==> src/rtl/ar_id_remap_unit_if.sv <==
// AXI AR-channel bundle shared by the master side and the request-buffer side
// of the ID remapper.
interface ar_if #(
    parameter int ID_WIDTH    = 4,
    parameter int ADDR_WIDTH  = 32,
    parameter int LEN_WIDTH   = 8,
    parameter int SIZE_WIDTH  = 3,
    parameter int BURST_WIDTH = 2,
    parameter int QOS_WIDTH   = 4
);
    logic [ID_WIDTH-1:0]    id;
    logic [ADDR_WIDTH-1:0]  addr;
    logic [LEN_WIDTH-1:0]   len;
    logic [SIZE_WIDTH-1:0]  size;
    logic [BURST_WIDTH-1:0] burst;
    logic [QOS_WIDTH-1:0]   qos;
    logic                   valid;
    logic                   ready;

    modport sender   (output id, addr, len, size, burst, qos, valid, input ready);
    modport receiver (input id, addr, len, size, burst, qos, valid, output ready);
endinterface

==> src/rtl/ar_id_remap_unit.sv <==
// AR-channel ID remapper: maps master ARIDs onto compact UIDs with per-UID
// outstanding counts. Optional statistics counters: define AR_REMAP_STATS_EN.
module ar_id_remap_unit #(
    parameter int ID_WIDTH    = 4,
    parameter int UID_WIDTH   = 2,
    parameter int MAX_OUT     = 4,
    parameter int ADDR_WIDTH  = 32,
    parameter int LEN_WIDTH   = 8,
    parameter int SIZE_WIDTH  = 3,
    parameter int BURST_WIDTH = 2,
    parameter int QOS_WIDTH   = 4
) (
    input  logic                 clk,
    input  logic                 rst_n,
    ar_if.receiver               ar_in,
    ar_if.sender                 ar_out,
    input  logic                 Outcoming_buffer_full,
    input  logic                 rel_valid,
    input  logic [UID_WIDTH-1:0] rel_uid,
    input  logic [UID_WIDTH-1:0] lkp_uid,
    output logic [ID_WIDTH-1:0]  lkp_orig_id,
    output logic                 lkp_valid,
    output logic                 rel_err
`ifdef AR_REMAP_STATS_EN
    ,
    output logic [31:0]          stat_accepts,
    output logic [31:0]          stat_stall_table,
    output logic [31:0]          stat_stall_bp
`endif
);
    localparam int NUM_UIDS = 2 ** UID_WIDTH;
    localparam int CNT_W    = $clog2(MAX_OUT + 1);
    localparam logic [CNT_W-1:0] MAX_CNT = CNT_W'(MAX_OUT);

    logic [NUM_UIDS-1:0] r_used;
    logic [ID_WIDTH-1:0] r_orig_id [NUM_UIDS];
    logic [CNT_W-1:0]    r_cnt     [NUM_UIDS];
    logic                r_rel_err;

    logic                   r_oreg_valid;
    logic [ID_WIDTH-1:0]    r_id;
    logic [ADDR_WIDTH-1:0]  r_addr;
    logic [LEN_WIDTH-1:0]   r_len;
    logic [SIZE_WIDTH-1:0]  r_size;
    logic [BURST_WIDTH-1:0] r_burst;
    logic [QOS_WIDTH-1:0]   r_qos;

    logic                 w_hit;
    logic [UID_WIDTH-1:0] w_hit_idx;
    logic                 w_any_free;
    logic [UID_WIDTH-1:0] w_free_idx;
    logic                 w_alloc_ok;
    logic                 w_ready;
    logic                 w_accept;
    logic [UID_WIDTH-1:0] w_uid;
    logic [NUM_UIDS-1:0]  w_inc;
    logic [NUM_UIDS-1:0]  w_dec;

    // Descending scan so the last assignment wins: lowest free index.
    always_comb begin
        w_hit      = 1'b0;
        w_hit_idx  = '0;
        w_any_free = 1'b0;
        w_free_idx = '0;
        for (int i = NUM_UIDS - 1; i >= 0; i--) begin
            if (r_used[i] && (r_orig_id[i] == ar_in.id)) begin
                w_hit     = 1'b1;
                w_hit_idx = UID_WIDTH'(i);
            end
            if (!r_used[i]) begin
                w_any_free = 1'b1;
                w_free_idx = UID_WIDTH'(i);
            end
        end
    end

    // A saturated hit stalls rather than spilling into a second UID.
    assign w_alloc_ok = w_hit ? (r_cnt[w_hit_idx] < MAX_CNT) : w_any_free;
    assign w_ready    = (~r_oreg_valid | ar_out.ready) & w_alloc_ok & ~Outcoming_buffer_full;
    assign w_accept   = ar_in.valid & w_ready;
    assign w_uid      = w_hit ? w_hit_idx : w_free_idx;
    assign ar_in.ready = w_ready;

    always_comb begin
        w_inc = '0;
        w_dec = '0;
        if (w_accept)
            w_inc[w_uid] = 1'b1;
        if (rel_valid && (r_cnt[rel_uid] != '0))
            w_dec[rel_uid] = 1'b1;
    end

    // Simultaneous inc and dec on one entry cancel; used then stays set.
    always_ff @(posedge clk or negedge rst_n) begin
        if (!rst_n) begin
            r_used    <= '0;
            r_rel_err <= 1'b0;
            for (int k = 0; k < NUM_UIDS; k++)
                r_cnt[k] <= '0;
        end else begin
            if (rel_valid && (r_cnt[rel_uid] == '0))
                r_rel_err <= 1'b1;
            for (int k = 0; k < NUM_UIDS; k++) begin
                if (w_inc[k] && !w_dec[k]) begin
                    r_used[k] <= 1'b1;
                    r_cnt[k]  <= r_cnt[k] + CNT_W'(1);
                end else if (!w_inc[k] && w_dec[k]) begin
                    r_cnt[k] <= r_cnt[k] - CNT_W'(1);
                    if (r_cnt[k] == CNT_W'(1))
                        r_used[k] <= 1'b0;
                end
            end
        end
    end

    always_ff @(posedge clk) begin
        if (w_accept && !w_hit)
            r_orig_id[w_free_idx] <= ar_in.id;
    end

    always_ff @(posedge clk or negedge rst_n) begin
        if (!rst_n)
            r_oreg_valid <= 1'b0;
        else if (w_accept)
            r_oreg_valid <= 1'b1;
        else if (ar_out.ready)
            r_oreg_valid <= 1'b0;
    end

    always_ff @(posedge clk) begin
        if (w_accept) begin
            r_id    <= ID_WIDTH'(w_uid);
            r_addr  <= ar_in.addr;
            r_len   <= ar_in.len;
            r_size  <= ar_in.size;
            r_burst <= ar_in.burst;
            r_qos   <= ar_in.qos;
        end
    end

    assign ar_out.valid = r_oreg_valid;
    assign ar_out.id    = r_id;
    assign ar_out.addr  = r_addr;
    assign ar_out.len   = r_len;
    assign ar_out.size  = r_size;
    assign ar_out.burst = r_burst;
    assign ar_out.qos   = r_qos;

    assign lkp_orig_id = r_orig_id[lkp_uid];
    assign lkp_valid   = r_used[lkp_uid];
    assign rel_err     = r_rel_err;

`ifdef AR_REMAP_STATS_EN
    logic [31:0] r_stat_acc;
    logic [31:0] r_stat_tbl;
    logic [31:0] r_stat_bp;

    function automatic logic [31:0] sat_inc(input logic [31:0] v);
        return (v == 32'hFFFF_FFFF) ? v : v + 32'd1;
    endfunction

    always_ff @(posedge clk or negedge rst_n) begin
        if (!rst_n) begin
            r_stat_acc <= '0;
            r_stat_tbl <= '0;
            r_stat_bp  <= '0;
        end else begin
            if (w_accept)
                r_stat_acc <= sat_inc(r_stat_acc);
            if (ar_in.valid && !w_alloc_ok)
                r_stat_tbl <= sat_inc(r_stat_tbl);
            if (ar_in.valid && w_alloc_ok && !w_ready)
                r_stat_bp <= sat_inc(r_stat_bp);
        end
    end

    assign stat_accepts     = r_stat_acc;
    assign stat_stall_table = r_stat_tbl;
    assign stat_stall_bp    = r_stat_bp;
`endif
endmodule

==> src/flat_wrapper.sv <==
// flat-port wrapper written by rule: the top's interface ports become plain ports
module ar_id_remap_unit_flat 
#(
    parameter int ID_WIDTH    = 4,
    parameter int UID_WIDTH   = 2,
    parameter int MAX_OUT     = 4,
    parameter int ADDR_WIDTH  = 32,
    parameter int LEN_WIDTH   = 8,
    parameter int SIZE_WIDTH  = 3,
    parameter int BURST_WIDTH = 2,
    parameter int QOS_WIDTH   = 4
)
  (clk, rst_n, Outcoming_buffer_full, rel_valid, rel_uid, lkp_uid, lkp_orig_id, lkp_valid, rel_err, ar_in_id, ar_in_addr, ar_in_len, ar_in_size, ar_in_burst, ar_in_qos, ar_in_valid, ar_in_ready, ar_out_id, ar_out_addr, ar_out_len, ar_out_size, ar_out_burst, ar_out_qos, ar_out_valid, ar_out_ready);
  ar_if #(.ID_WIDTH(ID_WIDTH), .ADDR_WIDTH(ADDR_WIDTH), .LEN_WIDTH(LEN_WIDTH), .SIZE_WIDTH(SIZE_WIDTH), .BURST_WIDTH(BURST_WIDTH), .QOS_WIDTH(QOS_WIDTH)) ar_in_i ();
  ar_if #(.ID_WIDTH(ID_WIDTH), .ADDR_WIDTH(ADDR_WIDTH), .LEN_WIDTH(LEN_WIDTH), .SIZE_WIDTH(SIZE_WIDTH), .BURST_WIDTH(BURST_WIDTH), .QOS_WIDTH(QOS_WIDTH)) ar_out_i ();
  input  logic clk;
  input  logic rst_n;
  input  logic Outcoming_buffer_full;
  input  logic rel_valid;
  input  logic [UID_WIDTH-1:0] rel_uid;
  input  logic [UID_WIDTH-1:0] lkp_uid;
  output logic [ID_WIDTH-1:0] lkp_orig_id;
  output logic lkp_valid;
  output logic rel_err;
  input wire logic [$bits(ar_in_i.id)-1:0] ar_in_id;
  input wire logic [$bits(ar_in_i.addr)-1:0] ar_in_addr;
  input wire logic [$bits(ar_in_i.len)-1:0] ar_in_len;
  input wire logic [$bits(ar_in_i.size)-1:0] ar_in_size;
  input wire logic [$bits(ar_in_i.burst)-1:0] ar_in_burst;
  input wire logic [$bits(ar_in_i.qos)-1:0] ar_in_qos;
  input wire logic [$bits(ar_in_i.valid)-1:0] ar_in_valid;
  output wire logic [$bits(ar_in_i.ready)-1:0] ar_in_ready;
  output wire logic [$bits(ar_out_i.id)-1:0] ar_out_id;
  output wire logic [$bits(ar_out_i.addr)-1:0] ar_out_addr;
  output wire logic [$bits(ar_out_i.len)-1:0] ar_out_len;
  output wire logic [$bits(ar_out_i.size)-1:0] ar_out_size;
  output wire logic [$bits(ar_out_i.burst)-1:0] ar_out_burst;
  output wire logic [$bits(ar_out_i.qos)-1:0] ar_out_qos;
  output wire logic [$bits(ar_out_i.valid)-1:0] ar_out_valid;
  input wire logic [$bits(ar_out_i.ready)-1:0] ar_out_ready;
  assign ar_in_i.id = ar_in_id;
  assign ar_in_i.addr = ar_in_addr;
  assign ar_in_i.len = ar_in_len;
  assign ar_in_i.size = ar_in_size;
  assign ar_in_i.burst = ar_in_burst;
  assign ar_in_i.qos = ar_in_qos;
  assign ar_in_i.valid = ar_in_valid;
  assign ar_in_ready = ar_in_i.ready;
  assign ar_out_id = ar_out_i.id;
  assign ar_out_addr = ar_out_i.addr;
  assign ar_out_len = ar_out_i.len;
  assign ar_out_size = ar_out_i.size;
  assign ar_out_burst = ar_out_i.burst;
  assign ar_out_qos = ar_out_i.qos;
  assign ar_out_valid = ar_out_i.valid;
  assign ar_out_i.ready = ar_out_ready;
  ar_id_remap_unit #(.ID_WIDTH(ID_WIDTH), .UID_WIDTH(UID_WIDTH), .MAX_OUT(MAX_OUT), .ADDR_WIDTH(ADDR_WIDTH), .LEN_WIDTH(LEN_WIDTH), .SIZE_WIDTH(SIZE_WIDTH), .BURST_WIDTH(BURST_WIDTH), .QOS_WIDTH(QOS_WIDTH)) u_core (.clk(clk), .rst_n(rst_n), .ar_in(ar_in_i), .ar_out(ar_out_i), .Outcoming_buffer_full(Outcoming_buffer_full), .rel_valid(rel_valid), .rel_uid(rel_uid), .lkp_uid(lkp_uid), .lkp_orig_id(lkp_orig_id), .lkp_valid(lkp_valid), .rel_err(rel_err));
endmodule
==> config.mk <==
export PLATFORM = sky130hd
export DESIGN_NAME = ar_id_remap_unit_flat
export DESIGN_NICKNAME = d
export VERILOG_FILES = /design/src/rtl/ar_id_remap_unit_if.sv /design/src/rtl/ar_id_remap_unit.sv /design/src/flat_wrapper.sv
export SDC_FILE = /design/constraint.sdc
export NUM_CORES = 1
export LEC_CHECK = 0
export CORE_UTILIZATION = 35
export CTS_CLUSTER_SIZE = 40
export DETAILED_ROUTE_END_ITERATION = 12
export PLACE_DENSITY_LB_ADDON = 0.3
export SLEW_MARGIN = 10
export SYNTH_ARGS = -nofsm -noshare
export SYNTH_HDL_FRONTEND = slang
export SYNTH_SLANG_ARGS = --single-unit
==> constraint.sdc <==
create_clock -name clk -period 8.3 [get_ports clk]
set_input_delay 0.83 -clock clk [delete_from_list [all_inputs] [get_ports clk]]
set_output_delay 0.83 -clock clk [all_outputs]
set_load 0.01 [all_outputs]
# Word-level counts from Yosys, hierarchy flattened
# Memory sizes are Yosys's and may differ from the RTL's.
# Cells that the tools add are included.
# W data, S select, Z words.
# totals
regBits	69
output_inout_bits	61
mem_count	1
elab_cells	146
inputBits	63
mem_bits_rw	16
# mem_list
memory	words	word_bits	read_ports	rd_ports_with_merged_regs	write_ports	line_no	source
u_core.r_orig_id	4	4	5	0	1	ar_id_remap_unit.sv:36	logic [ID_WIDTH-1:0] r_orig_id [NUM_UIDS];
# op_classes
mux	56
bitwise	8
n_addsub	8
reduce_logical	41
magnitude_cmp	8
eq_ne	8
# ops
op	n
$mux W3	12
$mux W1	28
$mux W2	9
$reduce_bool A2 Y1	9
$logic_and A1 B1 Y1	17
$eq A4 B4 Y1	4
$add A3 B1 Y3 const B	4
$bmux W3 S2	2
$eq A3 B1 Y1 const B	4
$sub A3 B1 Y3 const B	4
$logic_not A1 Y1	9
$lt A2 B3 Y1 const B	3
$mux W4	2
$reduce_and A2 Y1	4
$ge A3 B3 Y1 const B	2
$not A2 Y3	2
$demux W1 S2	2
$ge A2 B1 Y1 const B	2
$and A1 B1 Y1	3
$logic_not A3 Y1	1
$lt A3 B3 Y1 const B	1
$reduce_bool A3 Y1	1
$bmux W1 S2	1
$not A1 Y1	2
$or A1 B1 Y1	1

# Longest topological paths before layout
# Gate-level depths: netlist of the first run.
# An unclocked memory read counts as a cell.
# logic_depth
ltp_word	21
depth_mapped	11
depth_no_buf	11

# Worst setup path after synthesis of the first run
# OpenSTA, ideal clock, no wires.
# synth_path
kind	input to register
from	input ar_in_id[1]
to	register u_core.r_addr[0], in the netlist u_core.ar_out.addr[0], enable pin
arrival_time_ns	2.837
cell_stages	6
path_buffers	0
slack_ns	5.058
required_time_ns	7.895
cell_sequence	inv_2 > a22o_1 > or3_4 > a211oi_2 > o31ai_2 > inv_1
# synth_via
elab_chain_cells	15
# synth_rtl
item	line_no	source
start, declared	flat_wrapper.sv:25	input wire logic [$bits(ar_in_i.id)-1:0] ar_in_id;
$eq A4 B4 Y1	ar_id_remap_unit.sv:66	if (r_used[i] && (r_orig_id[i] == ar_in.id)) begin
$logic_and A1 B1 Y1	ar_id_remap_unit.sv:66	
$mux W2 (4 in series)	ar_id_remap_unit.sv:66	
$not A2 Y3 (implied by the code)	ar_id_remap_unit.sv:78	assign w_alloc_ok = w_hit ? (r_cnt[w_hit_idx] < MAX_CNT) : w_any_free;
$bmux W3 S2	ar_id_remap_unit.sv:78	
$mux W3 (implied by the code) (2 in series)	ar_id_remap_unit.sv:78	
$lt A3 B3 Y1	ar_id_remap_unit.sv:78	
$mux W1 (*)	ar_id_remap_unit.sv:78	
$and A1 B1 Y1 (*) (2 in series)	ar_id_remap_unit.sv:79	assign w_ready = (~r_oreg_valid | ar_out.ready) & w_alloc_ok & ~Outcoming_buffer_full;
$and A1 B1 Y1 (*)	ar_id_remap_unit.sv:80	assign w_accept = ar_in.valid & w_ready;
named net u_core.w_accept	ar_id_remap_unit.sv:54	logic w_accept;
end signal, assigned	ar_id_remap_unit.sv:133	r_addr <= ar_in.addr;
end, declared	ar_id_remap_unit.sv:42	logic [ADDR_WIDTH-1:0] r_addr;
# Mark *: on every way through the listed nets, which the timed path passes. The rest lies on a longest branch. The select of a mux whose other input is x is not followed.
# A chain may end at the register's enable or synchronous reset.

# Worst setup path after layout of the first run
# layout_path
from	input ar_in_id[3]
to	output ar_in_ready
# layout_via
elab_chain_cells	14
# layout_rtl
item	line_no	source
$eq A4 B4 Y1	ar_id_remap_unit.sv:66	
$logic_and A1 B1 Y1	ar_id_remap_unit.sv:66	
$mux W2 (4 in series)	ar_id_remap_unit.sv:66	
$not A2 Y3 (implied by the code)	ar_id_remap_unit.sv:78	
$bmux W3 S2	ar_id_remap_unit.sv:78	
$mux W3 (implied by the code) (2 in series)	ar_id_remap_unit.sv:78	
$lt A3 B3 Y1	ar_id_remap_unit.sv:78	
$mux W1 (*)	ar_id_remap_unit.sv:78	
$and A1 B1 Y1 (*) (2 in series)	ar_id_remap_unit.sv:79	
end, declared	flat_wrapper.sv:32	output wire logic [$bits(ar_in_i.ready)-1:0] ar_in_ready;
# Every way passes the cells marked *; elsewhere a longest branch is shown, timed or not. The select of a mux whose other input is x is not followed.

==> impl_metrics.csv, run 1 <==
group,metric,value,unit
grt,met1_usage,0.1991,
pwr,p_leak,1.966,nW
clock_tree,cts.sink_count,85,
pwr,total_power,1.094,mW
pwr,internal-power,0.7812,mW
grt,antenna_found_initial,0,
synth,avgSynthCellArea,14.55,um2
finish,final_cell_mix,"121 x clkdlybuf4s50_1, 67 x edfxtp_1, 20 x ha_1",
critical_path,crit_path_frequent_cell,"clkdlybuf4s50_1",
critical_path,cp.arrival,3.27,ns
critical_path,crit_fanout,8,
clock_tree,cts-hold-fix-buffers,0,
pwr,p_switching,0.3132,mW
grt,grt_first_pass_wirelength,13250,um
synth,synth.yosys.seq_area_share,0.6558,
critical_path,slowest_delay,0.64,ns
finish,nFillCells,910,
timing,tightest_slew,1.032,ns
pwr,switching_share,0.2862,
timing,slew_violations,0,
clock_tree,tritoncts,"done",
critical_path,endpoint_kind,"output port",
timing,rsz0062_at_grt,"false",
route,firstDrtPassIters,4,
die,fp-row-count,37,
pwr,power.share.sequential,0.511,
finish,syn2layout_area_growth,41.39,%
critical_path,startpoint_type,"input port",
timing,setup_tns,0,ns
synth,ys_ff_latch,85,
pwr,p_comb_frac,0.227,
grt,use_met2,0.2523,
clock_tree,numCtsBuffers,9,
grt,grt_pass1_vias,2535,
synth,synth_cell_types,44,
route,via_per_inst,4.797,
die,pin_count,124,
worst_hold_path,hp-class,"reg2reg",
placement,dp_hpwl,6369,um
synth,netlist_instances,258,
synth,synth_edf_count,67,
finish,diodes,0,
pwr,vdd_drop_max,0.08283,mV
timing,finalClockSkew,0.008113,ns
placement,port_buffers,121,
timing,max_freq,243.7,MHz
clock_tree,clk_pin_slew,0.09,ns
run_status,run_status,"completed",
pwr,power_per_cell_area,206.2,nW/um2
critical_path,cp_top_family,"simple AND/OR/NAND/NOR gates",
finish,drive_gt1_frac,0.07908,
timing,hold_slack,0.4641,ns
critical_path,crit_slowest_cell,"clkdlybuf4s50_1",
synth,yosys_warnings,0,
die,core-area,10370,um2
finish,final_common_cell,"clkdlybuf4s50_1",
route,vias,2533,
critical_path,path_buf_inv,2,
clock_tree,clockRootBuffer,"clkbuf_8",
clock_tree,htreeDepth,3,
placement,gp_congestion,0.8341,
placement,placed_cell_area,5117,um2
route,route.antenna.remaining_nets,0,
timing,slew_headroom,0.3109,
clock_tree,clockBufferDepth,2,
finish,final_design_area_no_fill,5309,um2
critical_path,cp.required,7.47,ns
grt,grt_use_met3,0.04824,
critical_path,path_cells,"clkdlybuf4s50_1, nand2b_1, nand3_1, or4_1, nand2_1, or3_1, and3_1, clkdlybuf4s50_1",
timing,post-route-min-period,4.104,ns
synth,synth_ff_type,"edfxtp_1",
timing,finalHoldViolCount,0,
timing,setup_violations,0,
grt,top_usage_layer,"met2",
pwr,power_frac_clock,0.262,
route,drt_wl_total,8404,um
synth,async_reset_ff_frac,0.2118,
clock_tree,clk_latency,0.36,ns
clock_tree,cts_setup_buffers,0,
grt,grt_max_degree,52,
die,die_x,105.6,um
timing,fin_crit_sh,0.4944,
route,wl_per_cell,15.92,um
route,drt-initial-drc-count,109,
synth,syn-cell-area,3755,um2
clock_tree,cts-resized-gates,0,
critical_path,critPathKind,"in2out",
grt,grt_usage,0.1599,
die,die_area,11150,um2
route,drc,0,
grt,grt_remaining_overflow,0,
die,die-height,105.6,um
finish,nNetsFinal,470,
die,initial_core_util,0.3621,
job,maxCapViolCount,0,
-- flip-flops by register name, indices dropped and copies added, names as in the netlist --
name / count
u_core.ar_out.addr: 32
u_core.ar_out.burst: 2
u_core.ar_out.id: 2
u_core.ar_out.len: 8
u_core.ar_out.qos: 4
u_core.ar_out.size: 3
u_core.ar_out.valid: 1
u_core.r_cnt: 12
u_core.r_orig_id: 16
u_core.r_used: 4
u_core.rel_err: 1
-- routing by layer --
metal	up-vias	share of wire
li1	1207	-
met1	1210	0.43
met2	103	0.46
met3	13	0.084
met4	0	0.024
met5	-	0
-- final cells by class --
class / instances / area [um2] / area share
inverter: 20 / 75.07 / 0.01414
sequential: 85 / 2462 / 0.4638
clock inverter: 6 / 63.81 / 0.01202
clock buffer: 10 / 127.6 / 0.02404
multi-input combinational: 150 / 1199 / 0.2258
tap: 136 / 170.2 / 0.03205
timing repair buffer: 121 / 1211 / 0.2281
-- cell usage after synthesis, types with 2 or more instances --
cell / instances / area (um2)
edfxtp_1: 67 / 2012
nor4_1: 4 / 25.02
nor3_1: 9 / 45.04
a21oi_1: 9 / 45.04
nand2_1: 8 / 30.03
mux2i_1: 4 / 40.04
inv_1: 19 / 71.32
o21ai_0: 9 / 45.04
a21o_1: 6 / 45.04
nor2b_1: 4 / 25.02
clkbuf_1: 2 / 7.510
mux4_2: 5 / 112.6
nand4_1: 4 / 25.02
xor2_1: 9 / 78.83
buf_4: 2 / 15.01
nand2b_1: 5 / 31.28
mux2_2: 4 / 45.04
nand3_1: 3 / 15.01
a211oi_2: 2 / 25.02
dfrtp_1: 18 / 450.4
nor2_1: 12 / 45.04
and4_1: 2 / 17.52
xnor2_1: 9 / 78.83
ha_1: 20 / 250.2
nor3b_1: 3 / 22.52
-- logic make-up after synthesis --
family          synth area share
compound gates           0.06098
xor+xnor                 0.04199
fa+ha+maj                0.06664
buf+inv                  0.02599
flops                     0.6558
mux                      0.05265
other cells            0.0009987
simple gates             0.09497
-- through the flow --
| stage | worst slack (ns) | utilization | cells |
|---|---|---|---|
| 2_1_floorplan | 5.058 | - | 259 |
| 3_3_place_gp | 4.239 | 0.4935 | 512 |
| 3_5_place_dp | 4.215 | 0.4935 | 512 |
| 4_1_cts | 4.207 | 0.5119 | 528 |
| 5_1_grt | 4.045 | 0.5119 | 528 |
| 6_report | 4.196 | 0.5119 | 528 |
-- power by group through the flow --
stage                     clock (mW)  combinational (mW)  sequential [mW]
after floorplan                    0               0.149            0.562
after global placement             0               0.243            0.566
after detailed placement           0               0.250            0.568
after CTS                      0.296               0.251            0.559
after global routing           0.311               0.283            0.566
final                          0.287               0.248            0.559
-- path summary, 6_finish.rpt --
path / startpoint / end / slack [ns] / depth (start not counted)
worst max-delay path: ar_in_id[3] / ar_in_ready / 4.20 / 8
worst min-delay path: u_core.rel_err / u_core.rel_err / 0.46 / 1
worst max register to register: u_core.r_orig_id[0][2] / u_core.r_used[3] / 5.49 / 9
worst min register to register: u_core.rel_err / u_core.rel_err / 0.46 / 1
max in group asynchronous: rst_n / u_core.r_cnt[9] / 6.71 / 1
min in group asynchronous: rst_n / u_core.r_cnt[0] / 1.00 / 1
Note: power is estimated with default switching activity, not from simulation.
==> run 2, diff against run 1 <==
Clock period 8.3 ns to 3.68 ns, I/O delays scaled along.
==> run 2 against run 1 <==
Sequential power is 130% higher. First-iteration DRC count is 6.4% lower. Non-clock buffer count is 4 higher. Critical path depth stayed put. Largest power group unchanged. Worst setup slack worse by 3.7 ns. Total power is 130% higher. Sequential share of layout area is 0.54 points lower. Critical endpoint unchanged. Flip-flop and latch count stayed put. Clock skew is 0.0060 ns higher.
==> impl_metrics.csv, run 2 (synthesis results as in run 1) <==
group,metric,value,unit
timing,fin_crit_sh,0.8743,
clock_tree,clockBufferDepth,2,
finish,drive_gt1_frac,0.08838,
job,maxCapViolCount,0,
pwr,p_switching,0.7060,mW
critical_path,crit_slowest_cell,"clkdlybuf4s50_1",
pwr,internal-power,1.855,mW
die,fp-row-count,37,
route,drc,0,
timing,max_freq,310.8,MHz
timing,setup_violations,0,
worst_hold_path,whs_path_depth,1,
clock_tree,numCtsBuffers,9,
critical_path,r2r_cells,9,
finish,diodes,0,
die,initial_core_util,0.3621,
critical_path,endpoint_kind,"output port",
pwr,p_leak,2.009,nW
worst_hold_path,hold_start,"u_core.rel_err",
clock_tree,cts-resized-gates,0,
grt,grt_remaining_overflow,0,
critical_path,r2r_slack,0.95,ns
route,route.antenna.remaining_nets,0,
worst_hold_path,hold_path_end,"u_core.rel_err",
critical_path,startpoint_type,"input port",
timing,hold_slack,0.4676,ns
clock_tree,cts-hold-fix-buffers,0,
finish,nNetsFinal,474,
timing,finalClockSkew,0.01411,ns
pwr,power_frac_clock,0.287,
placement,placed_cells,516,
critical_path,cp.required,3.31,ns
worst_hold_path,hp-class,"reg2reg",
critical_path,crit_fanout,8,
critical_path,cp_top_family,"simple AND/OR/NAND/NOR gates",
critical_path,path_cells,"clkdlybuf4s50_1, nand2b_1, nand3_1, or4_1, nand2_1, or3_1, and3_1, clkdlybuf4s50_1",
pwr,switching_share,0.2757,
pwr,power_per_cell_area,476.8,nW/um2
die,die-height,105.6,um
die,pin_count,124,
grt,grt_usage,0.1644,
critical_path,path_buf_inv,2,
finish,final_cell_mix,"121 x clkdlybuf4s50_1, 67 x edfxtp_1, 20 x ha_1",
pwr,vdd_drop_max,0.2398,mV
grt,grt_first_pass_wirelength,13670,um
clock_tree,cts.sink_count,85,
timing,rsz0062_at_grt,"false",
die,core-area,10370,um2
timing,slew_headroom,0.4087,
critical_path,r2r-start,"u_core.r_orig_id[2][3]",
clock_tree,clk_latency,0.35,ns
timing,post-route-min-period,3.217,ns
grt,grt_max_degree,52,
placement,dp_hpwl,6543,um
timing,slew_violations,0,
timing,tightest_slew,0.8842,ns
clock_tree,tritoncts,"done",
critical_path,crit_path_frequent_cell,"clkdlybuf4s50_1",
pwr,p_comb_frac,0.220,
route,via_per_inst,4.737,
clock_tree,clockRootBuffer,"clkbuf_8",
finish,final_cells,532,
grt,grt_pass1_vias,2534,
clock_tree,htreeDepth,3,
run_status,run_status,"completed",
critical_path,cp.arrival,2.85,ns
finish,final_common_cell,"clkdlybuf4s50_1",
route,firstDrtPassIters,4,
die,die_x,105.6,um
critical_path,reg2reg_to,"u_core.r_used[2]",
clock_tree,clk_pin_slew,0.09,ns
route,wl_per_cell,16.11,um
pwr,power.share.sequential,0.493,
grt,antenna_found_initial,0,
finish,syn2layout_area_growth,43.05,%
placement,port_buffers,121,
timing,setup_tns,0,ns
critical_path,critPathKind,"in2out",
critical_path,slowest_delay,0.66,ns
finish,largest_reg_flops,32,
placement,gp_congestion,0.7735,
die,die_area,11150,um2
route,drt_wl_total,8572,um
clock_tree,cts_setup_buffers,0,
route,drt-initial-drc-count,102,
route,vias,2520,
timing,finalHoldViolCount,0,
-- run 2: metrics by stage --
stage                     instance area, um2    util  power [mW]  setup WS, ns
after global placement                  5147  0.4964       1.843        0.3467
final                                   5371  0.5180       2.561        0.4626
after global routing                    5371  0.5180       2.723        0.3579
after floorplan                         3759       -       1.603        0.8996
after CTS                               5371  0.5180       2.592        0.4591
after detailed placement                5147  0.4964       1.852        0.2483
-- run 2: worst max path at each step --
| stage | from | end | slack, ns | depth (start not counted) |
|---|---|---|---|---|
| floorplan | ar_in_id[1] | u_core.ar_out.addr[0] | 0.90 | 6 |
| global placement | ar_in_id[1] | u_core.r_used[2] | 0.35 | 10 |
| detailed placement | ar_in_id[3] | u_core.r_used[2] | 0.25 | 10 |
| CTS | ar_in_id[3] | ar_in_ready | 0.46 | 8 |
| global route | ar_in_id[3] | ar_in_ready | 0.36 | 8 |
| finish | ar_in_id[3] | ar_in_ready | 0.46 | 8 |
-- run 2: worst register-to-register path, cell delays in order, from the launching register on --
cell and delay, ns:
edfxtp_1 0.42, xor2_1 0.16, nor2_1 0.20, and4_1 0.26, nor2_1 0.07, a21oi_1 0.35
nor3b_1 0.34, ha_1 0.34, nor2_1 0.15, mux2_2 0.34
-- run 2: layer usage --
| layer | share of wire | vias to the layer above | GRT usage |
|---|---|---|---|
| met2 | 0.48 | 99 | 0.2622 |
| met1 | 0.44 | 1199 | 0.2133 |
| li1 | - | 1214 | - |
| met5 | 0 | - | 0 |
| met3 | 0.072 | 8 | 0.04824 |
| met4 | 0.0096 | 0 | 0.05853 |
-- run 2: cell type report --
class	count	area [um2]
flip-flops and latches	85	2462
multi-input cells	150	1199
clock inverters	5	82.58
well taps	136	170.2
repair buffers	125	1241
inverters	20	75.07
fillers	902	4999
clock buffers	11	141.4
-- run 2: power groups by stage --
stage,sequential (mW),combinational [mW],clock (mW)
final,1.26,0.565,0.734
after global placement,1.28,0.562,0
after floorplan,1.27,0.336,0
after CTS,1.26,0.574,0.757
after detailed placement,1.28,0.569,0
after global routing,1.28,0.643,0.798
==> run 3, diff against run 2 <==
--- a/constraint.sdc
+++ b/constraint.sdc
@@ -3,2 +3,2 @@
 set_output_delay 0.368 -clock clk [all_outputs]
-set_load 0.01 [all_outputs]
+set_load 0.05 [all_outputs]
==> run 3 against run 2 <==
Flip-flop and latch count unchanged. Clock-buffer cell count is 2 lower. Register-to-register slack about the same. Clock power decreased by 6.7%. Clock skew about the same. Die area unchanged. Cell area decreased by 0.47%. Worst setup slack better by 0.18 ns. Wire length grew 0.59%. Total power grew 2.6%. First-iteration DRC count is 17% lower. Sequential power about the same. Critical path type is now in2reg.
==> impl_metrics.csv, run 3 (synthesis results as in run 1) <==
group,metric,value,unit
timing,slew_headroom,0.4297,
finish,syn2layout_area_growth,42.39,%
critical_path,startpoint_type,"input port",
placement,port_buffers,121,
worst_hold_path,whs_path_depth,1,
route,firstDrtPassIters,4,
grt,grt_pass1_vias,2534,
clock_tree,htreeDepth,3,
clock_tree,clk_pin_slew,0.09,ns
clock_tree,clockBufferDepth,2,
clock_tree,cts-resized-gates,0,
pwr,power_per_cell_area,491.6,nW/um2
clock_tree,cts_setup_buffers,0,
grt,grt_first_pass_wirelength,13590,um
grt,grt_remaining_overflow,0,
timing,fin_crit_sh,0.8247,
critical_path,crit_fanout,8,
die,pin_count,124,
route,via_per_inst,4.795,
placement,pre_cts_ws,0.2455,ns
timing,finalHoldViolCount,0,
timing,setup_violations,0,
pwr,vdd_drop_max,0.1678,mV
timing,tightest_slew,0.8528,ns
route,wl_per_cell,16.21,um
die,initial_core_util,0.3621,
critical_path,path_cells,"clkdlybuf4s50_1, inv_2, a22o_1, or3_4, a211oi_2, o31ai_2, nor3b_1, ha_1, nor2_1, mux2_2",
critical_path,r2r_cells,9,
route,vias,2551,
critical_path,slowest_delay,0.67,ns
critical_path,cp.arrival,3.29,ns
die,die-height,105.6,um
timing,slew_violations,0,
critical_path,critPathKind,"in2reg",
finish,final_design_area_no_fill,5346,um2
die,core-area,10370,um2
pwr,total_power,2.628,mW
timing,post-route-min-period,3.035,ns
route,drt-initial-drc-count,85,
clock_tree,cts.sink_count,85,
job,maxCapViolCount,0,
clock_tree,numCtsBuffers,9,
finish,nNetsFinal,474,
clock_tree,clk_latency,0.36,ns
clock_tree,cts-hold-fix-buffers,0,
clock_tree,clockRootBuffer,"clkbuf_8",
finish,diodes,0,
placement,dp_hpwl,6531,um
route,drt_wl_total,8623,um
finish,final_cell_mix,"120 x clkdlybuf4s50_1, 67 x edfxtp_1, 20 x ha_1",
clock_tree,tritoncts,"done",
grt,antenna_found_initial,0,
placement,gp_congestion,0.7751,
timing,max_freq,329.5,MHz
route,drc,0,
run_status,run_status,"completed",
pwr,p_leak,1.997,nW
timing,rsz0062_at_grt,"false",
timing,setup_tns,0,ns
die,fp-row-count,37,
finish,nFillCells,902,
die,die_x,105.6,um
critical_path,crit_slowest_cell,"clkdlybuf4s50_1",
finish,largest_reg_flops,32,
worst_hold_path,hp-class,"reg2reg",
die,die_area,11150,um2
grt,grt_max_degree,52,
finish,final_common_cell,"clkdlybuf4s50_1",
placement,placed_cell_area,5145,um2
critical_path,endpoint_kind,"flip-flop",
route,route.antenna.remaining_nets,0,
grt,grt_usage,0.1624,
timing,finalWorstSetupSlack,0.6449,ns
finish,drive_gt1_frac,0.09343,
critical_path,cp.required,3.93,ns
timing,finalClockSkew,0.01452,ns
run 3: cell types whose count changed in the layout (fill, tap and decap cells not counted):
cell,previous run,this run
clkinvlp_4,0,1
clkdlybuf4s50_1,121,120
inv_6,1,4
buf_4,4,5
clkbuf_8,10,9
clkbuf_1,1,0
bufinv_16,2,1
clkinv_4,1,0
run 3: final timing paths:
kind,from,to,slack [ns]
worst max-delay path,ar_in_id[1],u_core.r_used[3],0.64
worst min-delay path,u_core.rel_err,u_core.rel_err,0.47
worst max register to register,u_core.r_orig_id[2][3],u_core.r_used[3],0.94
worst min register to register,u_core.rel_err,u_core.rel_err,0.47
max in group asynchronous,rst_n,u_core.r_cnt[9],2.66
min in group asynchronous,rst_n,u_core.r_cnt[8],0.48
run 3: metrics by stage:
stage          hold slack (ns)  utilization  instances
2_1_floorplan          0.07241            -        259
3_3_place_gp            0.4518       0.4961        516
3_5_place_dp            0.4482       0.4961        516
4_1_cts                 0.4784       0.5156        532
5_1_grt                 0.5173       0.5156        532
6_report                0.4708       0.5156        532
run 3: power by group:
group | internal (mW) | switching [mW] | total, mW
combinational | 0.295 | 0.384 | 0.679
clock | 0.322 | 0.363 | 0.685
sequential | 1.16 | 0.108 | 1.26
run 3: metal layers:
layer / vias up / part of all wire / track usage
met4: 0 / 0.016 / 0.05357
met5: - / 0 / 0
met1: 1215 / 0.43 / 0.2138
met3: 13 / 0.088 / 0.04886
met2: 111 / 0.46 / 0.2566
li1: 1212 / - / -
run 3: final cells by class:
type                    count  area, um2  share of cell area
inverters                  20      75.07             0.01404
well taps                 136      170.2             0.03183
clock inverters             7      77.57             0.01451
flip-flops and latches     85       2462              0.4606
repair buffers            125       1239              0.2317
multi-input cells         150       1199              0.2242
clock buffers               9      123.9             0.02317
run 3: critical path, delay by kind of cell:
kind	cells	cell delay, ns
mux	1	0.33
fa+ha+maj	1	0.34
buf+inv	2	0.75
compound gates	3	0.64
simple gates	3	0.84
